## config.mk

```make
export PLATFORM = sky130hd
export DESIGN_NAME = led_pattern_sequencer
export DESIGN_NICKNAME = d
export VERILOG_FILES = /design/src/rtl/led_pattern_sequencer.sv
export SDC_FILE = /design/constraint.sdc
export NUM_CORES = 1
export LEC_CHECK = 0
export CAP_MARGIN = 10
export CORE_UTILIZATION = 40
export DETAILED_ROUTE_END_ITERATION = 6
export PLACE_DENSITY_LB_ADDON = 0.2
export SKIP_LAST_GASP = 1
export SLEW_MARGIN = 15
export SYNTH_ARGS = -nofsm -noshare
export SYNTH_HDL_FRONTEND = slang
export SYNTH_SLANG_ARGS = --single-unit
```

## constraint.sdc

```tcl
create_clock -name CLOCK_50 -period 1.5 [get_ports CLOCK_50]
set_clock_uncertainty 0.05 [all_clocks]
set_input_delay 0.3 -clock CLOCK_50 [delete_from_list [all_inputs] [get_ports CLOCK_50]]
set_output_delay 0.3 -clock CLOCK_50 [all_outputs]
set_load 0.005 [all_outputs]
```

## src/rtl/led_pattern_sequencer.sv

```systemverilog
// led_pattern_sequencer
//
// Plays a 16-bit blink pattern on a light. Each bit is shown for one step.
// A step is any change of the slow TICK_IN level, and STEP_DIV steps are
// grouped into one pattern advance. Steps 0..LENGTH are played, either once
// or looping.
//
// Ports
//   CLOCK_50   : system clock; all flops use its rising edge
//   RESET_N    : asynchronous active-low reset
//   TICK_IN    : slow toggling level; both edges count as a step
//   START      : one-cycle request to begin playing (ignored while running)
//   STOP       : one-cycle request to abort; wins over START and over an advance
//   PATTERN    : blink pattern, bit i = light state for step i
//   LENGTH     : last step index to play
//   REPEAT     : 1 = loop the pattern, 0 = play once
//   ON_LIGHT   : registered light drive
//   OFF_LIGHT  : inverse of ON_LIGHT
//   BUSY       : high while the pattern is playing
//   DONE       : one-cycle pulse at the end of each pattern pass
module led_pattern_sequencer #(
   parameter int unsigned STEP_DIV = 1
) (
   input  logic        CLOCK_50,
   input  logic        RESET_N,
   input  logic        TICK_IN,
   input  logic        START,
   input  logic        STOP,
   input  logic [15:0] PATTERN,
   input  logic [3:0]  LENGTH,
   input  logic        REPEAT,
   output logic        ON_LIGHT,
   output logic        OFF_LIGHT,
   output logic        BUSY,
   output logic        DONE
);

   typedef enum logic {
      IDLE = 1'b0,
      RUN  = 1'b1
   } state_t;

   localparam logic [7:0] DIV_LAST = 8'(STEP_DIV - 1);

   state_t      state_q, state_d;
   logic        tick_sync1, tick_sync2, tick_prev;
   logic [1:0]  arm_cnt;
   logic        step;
   logic        advance;
   logic [7:0]  div_q, div_d;
   logic [3:0]  index_q, index_d;
   logic [15:0] pat_q, pat_d;
   logic [3:0]  len_q, len_d;
   logic        on_q, on_d;
   logic        done_q, done_d;

   // Two-flop synchronizer plus a history register for edge detection.
   // The step pulse itself is registered, so a TICK_IN change captured at
   // edge k shows up as step in the cycle after edge k+2. arm_cnt keeps
   // step quiet for the first three cycles after reset release, so a
   // TICK_IN that is already high at release is not mistaken for an edge.
   always_ff @(posedge CLOCK_50 or negedge RESET_N) begin
      if (!RESET_N) begin
         tick_sync1 <= 1'b0;
         tick_sync2 <= 1'b0;
         tick_prev  <= 1'b0;
         arm_cnt    <= 2'd0;
         step       <= 1'b0;
      end else begin
         tick_sync1 <= TICK_IN;
         tick_sync2 <= tick_sync1;
         tick_prev  <= tick_sync2;
         if (arm_cnt != 2'd3) begin
            arm_cnt <= arm_cnt + 2'd1;
         end
         step <= (tick_sync2 ^ tick_prev) & (arm_cnt == 2'd3);
      end
   end

   // State and datapath registers.
   always_ff @(posedge CLOCK_50 or negedge RESET_N) begin
      if (!RESET_N) begin
         state_q <= IDLE;
         div_q   <= 8'd0;
         index_q <= 4'd0;
         pat_q   <= 16'd0;
         len_q   <= 4'd0;
         on_q    <= 1'b0;
         done_q  <= 1'b0;
      end else begin
         state_q <= state_d;
         div_q   <= div_d;
         index_q <= index_d;
         pat_q   <= pat_d;
         len_q   <= len_d;
         on_q    <= on_d;
         done_q  <= done_d;
      end
   end

   // Next-state logic. The light register follows the current index, so an
   // index change becomes visible one cycle later. The exceptions are START,
   // which loads PATTERN[0] directly so the first step shows up at once, and
   // any return to IDLE, which blanks the light on the same edge. STOP is
   // checked before advance so an abort never produces a DONE pulse.
   always_comb begin
      state_d = state_q;
      div_d   = div_q;
      index_d = index_q;
      pat_d   = pat_q;
      len_d   = len_q;
      on_d    = 1'b0;
      done_d  = 1'b0;
      advance = 1'b0;
      case (state_q)
         IDLE: begin
            div_d   = 8'd0;
            index_d = 4'd0;
            if (START && !STOP) begin
               state_d = RUN;
               pat_d   = PATTERN;
               len_d   = LENGTH;
               on_d    = PATTERN[0];
            end
         end
         RUN: begin
            on_d = pat_q[index_q];
            if (step) begin
               if (div_q == DIV_LAST) begin
                  advance = 1'b1;
                  div_d   = 8'd0;
               end else begin
                  div_d = div_q + 8'd1;
               end
            end
            if (STOP) begin
               state_d = IDLE;
               on_d    = 1'b0;
               div_d   = 8'd0;
               index_d = 4'd0;
            end else if (advance) begin
               if (index_q == len_q) begin
                  done_d  = 1'b1;
                  index_d = 4'd0;
                  if (!REPEAT) begin
                     state_d = IDLE;
                     on_d    = 1'b0;
                  end
               end else begin
                  index_d = index_q + 4'd1;
               end
            end
         end
         default: begin
            state_d = IDLE;
         end
      endcase
   end

   assign ON_LIGHT  = on_q;
   assign OFF_LIGHT = ~on_q;
   assign BUSY      = (state_q == RUN);
   assign DONE      = done_q;

endmodule

```

# ---- Word-level counts from Yosys, hierarchy flattened
# Index checks and enable logic that the tools add are counted.
dict set report word_totals {
  ff_bits 41
  output_inout_bits 4
}
dict set report op_classes {
  add_sub_neg 3
  bitwise 4
  n_reduce_logical 4
  magnitude_cmp 1
  n_mux 29
  eq_ne 5
}
# cell n
set ops {}
lappend ops {{8-bit 2-to-1 mux} 3}
lappend ops {{1-bit 2-to-1 mux} 18}
lappend ops {{8-bit case mux with 2 select lines} 1}
lappend ops {{4-bit 2-to-1 mux} 3}
lappend ops {{8-bit by 1-bit adder with 8-bit output (second input constant)} 1}
lappend ops {{8-bit logical NOT} 1}
lappend ops {{4-bit case mux with 2 select lines} 1}
lappend ops {{3-bit by 2-bit != test with 1-bit output (second input constant)} 2}
lappend ops {{4-bit by 5-bit < comparator with 1-bit output (second input constant)} 1}
lappend ops {{4-bit by 1-bit adder with 4-bit output (second input constant)} 1}
lappend ops {{1-bit binary-select mux with 4-bit select} 1}
lappend ops {{4-bit == test} 1}
lappend ops {{1-bit case mux with 2 select lines} 2}
lappend ops {{2-bit by 1-bit adder with 2-bit output (second input constant)} 1}
lappend ops {{2-bit == test (second input constant)} 1}
lappend ops {{2-bit != test (second input constant)} 1}
lappend ops {{1-bit NOT} 2}
lappend ops {{2-bit AND reduction} 1}
lappend ops {{1-bit AND} 1}
lappend ops {{1-bit logical AND} 1}
lappend ops {{1-bit logical NOT} 1}
lappend ops {{1-bit bitwise XOR} 1}

# ---- Depth between registers and ports, before layout
dict set report logic_depth {
  depth_word 7
  depth_mapped 5
  depth_no_buf 5
}

# ---- Least setup slack after synthesis
# Ideal clock, no wire load.
dict set report synth_path {
  path_type {register -> register}
  from {register index_q[1]}
  to {register on_q, in the netlist ON_LIGHT}
  setup_ps 132
  slack_ps -135
  path_stages_with_launch 5
  required_time_ps 1318
  path_buffers 1
  synth_period_minus_slack_ps 1635
  t_arrival_ps 1453
  cell_sequence {dfrtp_1 > buf_2 > mux4_2 > a2111oi_0 > o31ai_1}
}
dict set report synth_between {
  elab_chain_len 7
}
# element line_no
set synth_lines {}
lappend synth_lines {{start, declared} 51} ;# logic [3:0] index_q, index_d;
lappend synth_lines {{start signal, assigned} 93} ;# index_q <= index_d;
lappend synth_lines {{1-bit binary-select mux with 4-bit select} 127} ;# on_d = pat_q[index_q];
lappend synth_lines {{1-bit 2-to-1 mux (implied by the code)} 127}
lappend synth_lines {{1-bit 2-to-1 mux} 145} ;# if (!REPEAT) begin
lappend synth_lines {{1-bit 2-to-1 mux} 142} ;# if (index_q == len_q) begin
lappend synth_lines {{1-bit 2-to-1 mux (*)} 141} ;# end else if (advance) begin
lappend synth_lines {{1-bit 2-to-1 mux (*)} 136} ;# if (STOP) begin
lappend synth_lines {{1-bit case mux with 2 select lines (*)} 115} ;# case (state_q)
lappend synth_lines {{named net on_d} 54} ;# logic on_q, on_d;
lappend synth_lines {{end signal, assigned} 96} ;# on_q <= on_d;
lappend synth_lines {{end, declared} 54}
# Mark *: on every way through the listed nets, which the timed path passes. The rest lies on a longest branch. The select of a mux whose other input is x is not followed.
# A chain may end at the register's enable or synchronous reset.

# ---- Worst setup path after layout
dict set report layout_path {
  from {register div_q[7]}
  to {register on_q, in the netlist ON_LIGHT}
}
dict set report layout_between {
  elab_chain_len 7
}
# element line_no
set layout_lines {}
lappend layout_lines {{start, declared} 50} ;# logic [7:0] div_q, div_d;
lappend layout_lines {{start signal, assigned} 92} ;# div_q <= div_d;
lappend layout_lines {{8-bit logical NOT} 129} ;# if (div_q == DIV_LAST) begin
lappend layout_lines {{1-bit 2-to-1 mux} 129}
lappend layout_lines {{1-bit 2-to-1 mux} 128} ;# if (step) begin
lappend layout_lines {{1-bit 2-to-1 mux} 115}
lappend layout_lines {{1-bit 2-to-1 mux} 141}
lappend layout_lines {{1-bit 2-to-1 mux} 136}
lappend layout_lines {{1-bit case mux with 2 select lines} 115}
lappend layout_lines {{named net on_d} 54}
# The timed path passes the listed nets, and every way through them passes these cells. The select of a mux whose other input is x is not followed.

==> results.md <==
- Hold slack: 0.3015 ns
- Hold EP: tick_sync2$_DFF_PN0_
- CTS clk-pin slew, worst paths: 0.08 ns
- Initial antenna violation count: 0
- Die ar.: 5018 sq um
- Nets: 238
- Worst skew pair latency: 0.30 ns
- Hold Crit Class: flop to flop
- Classification of the worst setup path: flop to flop
- Worst slew margin: 77.75%
- Number of synthesized register bits: 41
- Startpoint Class: flop
- Post-DRT Antenna Nets: 0
- CTS HTree Levels: 2
- Setup slack, reg-to-reg: -0.16 ns
- Cell Area, Placed: 2421 sq um
- Share of cells above drive strength 1: 33.97%
- GRT overflow: 0
- Syn Area/Cell: 12.39 sq um
- Hold path cells: 0
- Synth warnings: 0
- CTS root buffer: clkbuf_8
- Failing checks: setup timing
- Area of the mapped netlist: 1896 sq um
- First-pass GRT wire length: 6.748 mm
- End of the worst register-to-register path: ON_LIGHT$_DFF_PN0_
- Net count after synthesis: 183
- Hold_sp: tick_sync1$_DFF_PN0_
- Min cycle time layout: 1.662 ns
- Final hold viol count: 0
- GRT Total Usage: 17.79%
- Setup violations, final: 3
- Largest net degree at the start of global routing: 42
- Worst Reg-to-Reg Cells: 5
- CTS tree: built
- DR vias/cell: 5.230
- Worst endpoint data arrival time: 1.78 ns
- DP HPWL: 2.823 mm
- DRT iter0 DRCs: 57
- Seq/Total Area, Yosys: 54.13%
- Crit. End Element: flop
- Most frequent cells in the layout: dfrtp_1, clkdlybuf4s50_1, mux2_2, buf_4, nor2_1
- Die width: 70.84 microns
- Tcrit/Tclk final: 110.8%
- Async S/R FF share, synth: 100.0%
- Core area: 4444 sq um
- Die Span Y: 70.84 microns
- Commonest non-fill, non-tap cell in the layout: dfrtp_1
- Vias: 1365
- Unrepaired setup endpoints after global routing: yes
- Outcome: finished with violations
- Drt drc: 0
- FMAX: 0.6017 GHz
- Leak: 1.115 nW
- ANT cells: 0
- Final Wtd Congestion: 0.8287
- DRT Pass-1 Iters: 4
- Vias in the first global route: 1458
- CTS max path bufs: 2
- Peak supply drop: 0.5619 mV
- CP Max Fanout: 3
- Pwr per Cell Area: 993.9 nW/um^2
- Initial core utilization: 42.65%
- Predominant post-synthesis flop cell: dfrtp_1
- Cell variety after synth: 35
- Setup slack after layout: -0.1619 ns
- Slew Viols, Final: 0
- Gate Count Post-Synth: 153
- Drt wl/cell: 15.02 microns
- Number of port buffers: 29
- Finished Cell Area: 2626 sq um
- Critical register-to-register path startpoint: div_q[7]$_DFFE_PN0P_
- CTS Sinks: 41
- EDFF count, synth: 0
- Row cnt: 24
- Num ports: 30
- Post-Route WL: 3.919 mm
- Worst Path Required: 1.62 ns
- Synthesis-to-layout area growth: 38.55%
- Cts bufs inserted: 5
- Worst-Margin Slew: 0.3312 ns
- Maxcap violations: 0
- Setup_tns: -0.3103 ns
-- where the power goes --
group | switching [mW] | internal, mW | total, mW | leakage, nW
clock | 0.382 | 0.416 | 0.798 | 0.0542
sequential | 0.0845 | 1.24 | 1.33 | 0.504
combinational | 0.190 | 0.296 | 0.486 | 0.557
-- cell families (layout without fill, tap and decap cells) --
logic type / count (synthesis) / after routing / share of synthesized area [%]
DFF: 41 / 41 / 54.13
adders and majority gates: 4 / 4 / 2.640
xor gates and xnor gates: 11 / 11 / 5.083
and+or+nand+nor: 42 / 42 / 11.95
buffers and inverters: 11 / 67 / 2.772
muxes: 29 / 29 / 18.02
AOI/OAI and AO/OA: 15 / 15 / 5.413
-- worst max-delay path by stage --
| stage | from | end | slack [ns] | cells after the start |
|---|---|---|---|---|
| after global placement | STOP | pat_q[14]$_DFFE_PN0P_ | -0.27 | 4 |
| final | div_q[7]$_DFFE_PN0P_ | ON_LIGHT$_DFF_PN0_ | -0.16 | 5 |
| after global routing | index_q[3]$_DFFE_PN0P_ | ON_LIGHT$_DFF_PN0_ | -0.26 | 5 |
| after detailed placement | STOP | pat_q[1]$_DFFE_PN0P_ | -0.29 | 4 |
| after CTS | index_q[3]$_DFFE_PN0P_ | ON_LIGHT$_DFF_PN0_ | -0.15 | 4 |
| after floorplan | index_q[1]$_DFFE_PN0P_ | ON_LIGHT$_DFF_PN0_ | -0.04 | 4 |
-- critical path: stages, from the launching register on --
cell	delay (ns)
dfrtp_1	0.41
nor4_4	0.37
nand4_1	0.20
o31ai_1	0.27
buf_4	0.18
o31ai_4	0.06
-- area by class of cell --
class                   count  area, sq um
clock inverters             1        5.005
multi-input cells         101        913.4
fillers                   361         1818
clock buffers               7        96.34
inverters                   7        26.28
repair buffers             52        491.7
flip-flops and latches     41         1028
well taps                  52        65.06
-- registers in the layout, summed over array words and instances, names as in the netlist --
register and flops:
tick_sync1 1, DONE 1, step 1, pat_q 16, arm_cnt 2, BUSY 1
tick_prev 1, ON_LIGHT 1, index_q 4, div_q 8, len_q 4, tick_sync2 1
-- per-stage QoR --
stage | utilization, % | setup slack, ns | total power [mW] | instances
6_report | 59.09 | -0.1619 | 2.610 | 261
5_1_grt | 59.09 | -0.2641 | 2.748 | 261
4_1_cts | 57.38 | -0.1496 | 2.606 | 260
3_5_place_dp | 54.48 | -0.2915 | 1.801 | 252
3_3_place_gp | 54.48 | -0.2659 | 1.769 | 252
2_1_floorplan | - | -0.03515 | 1.577 | 153
-- routing by layer --
layer  up-vias  routed length (microns)  GRT usage, %
met2        27                     2030         30.45
met4         0                       82         7.333
met5         -                        0             0
li1        658                        -             -
met1       673                     1663         21.16
met3         7                      142         4.986
-- synthesized netlist by cell type, types with 2 or more instances --
cell type / instances / area share, %
mux4_2: 2 / 2.4
mux2i_1: 6 / 3.2
mux2_2: 21 / 12
o31ai_1: 2 / 0.79
dfrtp_1: 41 / 54
nand3_1: 4 / 1.1
a21oi_1: 4 / 1.1
o21ai_0: 2 / 0.53
and3_1: 2 / 0.66
nor3b_1: 2 / 0.79
a22o_1: 2 / 0.92
nor2_1: 9 / 1.8
nand4_1: 3 / 0.99
inv_1: 7 / 1.4
nand2_1: 9 / 1.8
buf_2: 3 / 0.79
xor2_1: 3 / 1.4
xnor2_1: 8 / 3.7
ha_1: 4 / 2.6
nand2b_1: 2 / 0.66
nor3_1: 3 / 0.79
-- repair_timing --
item	in CTS	in global routing
endpoints found under the setup margin	15	30
gates resized for setup	11	16
setup buffers	0	1
hold buffers	1	0
pin swaps	3	14
hold endpoints to repair	41	0
Note: power is estimated with default switching activity, not from simulation.
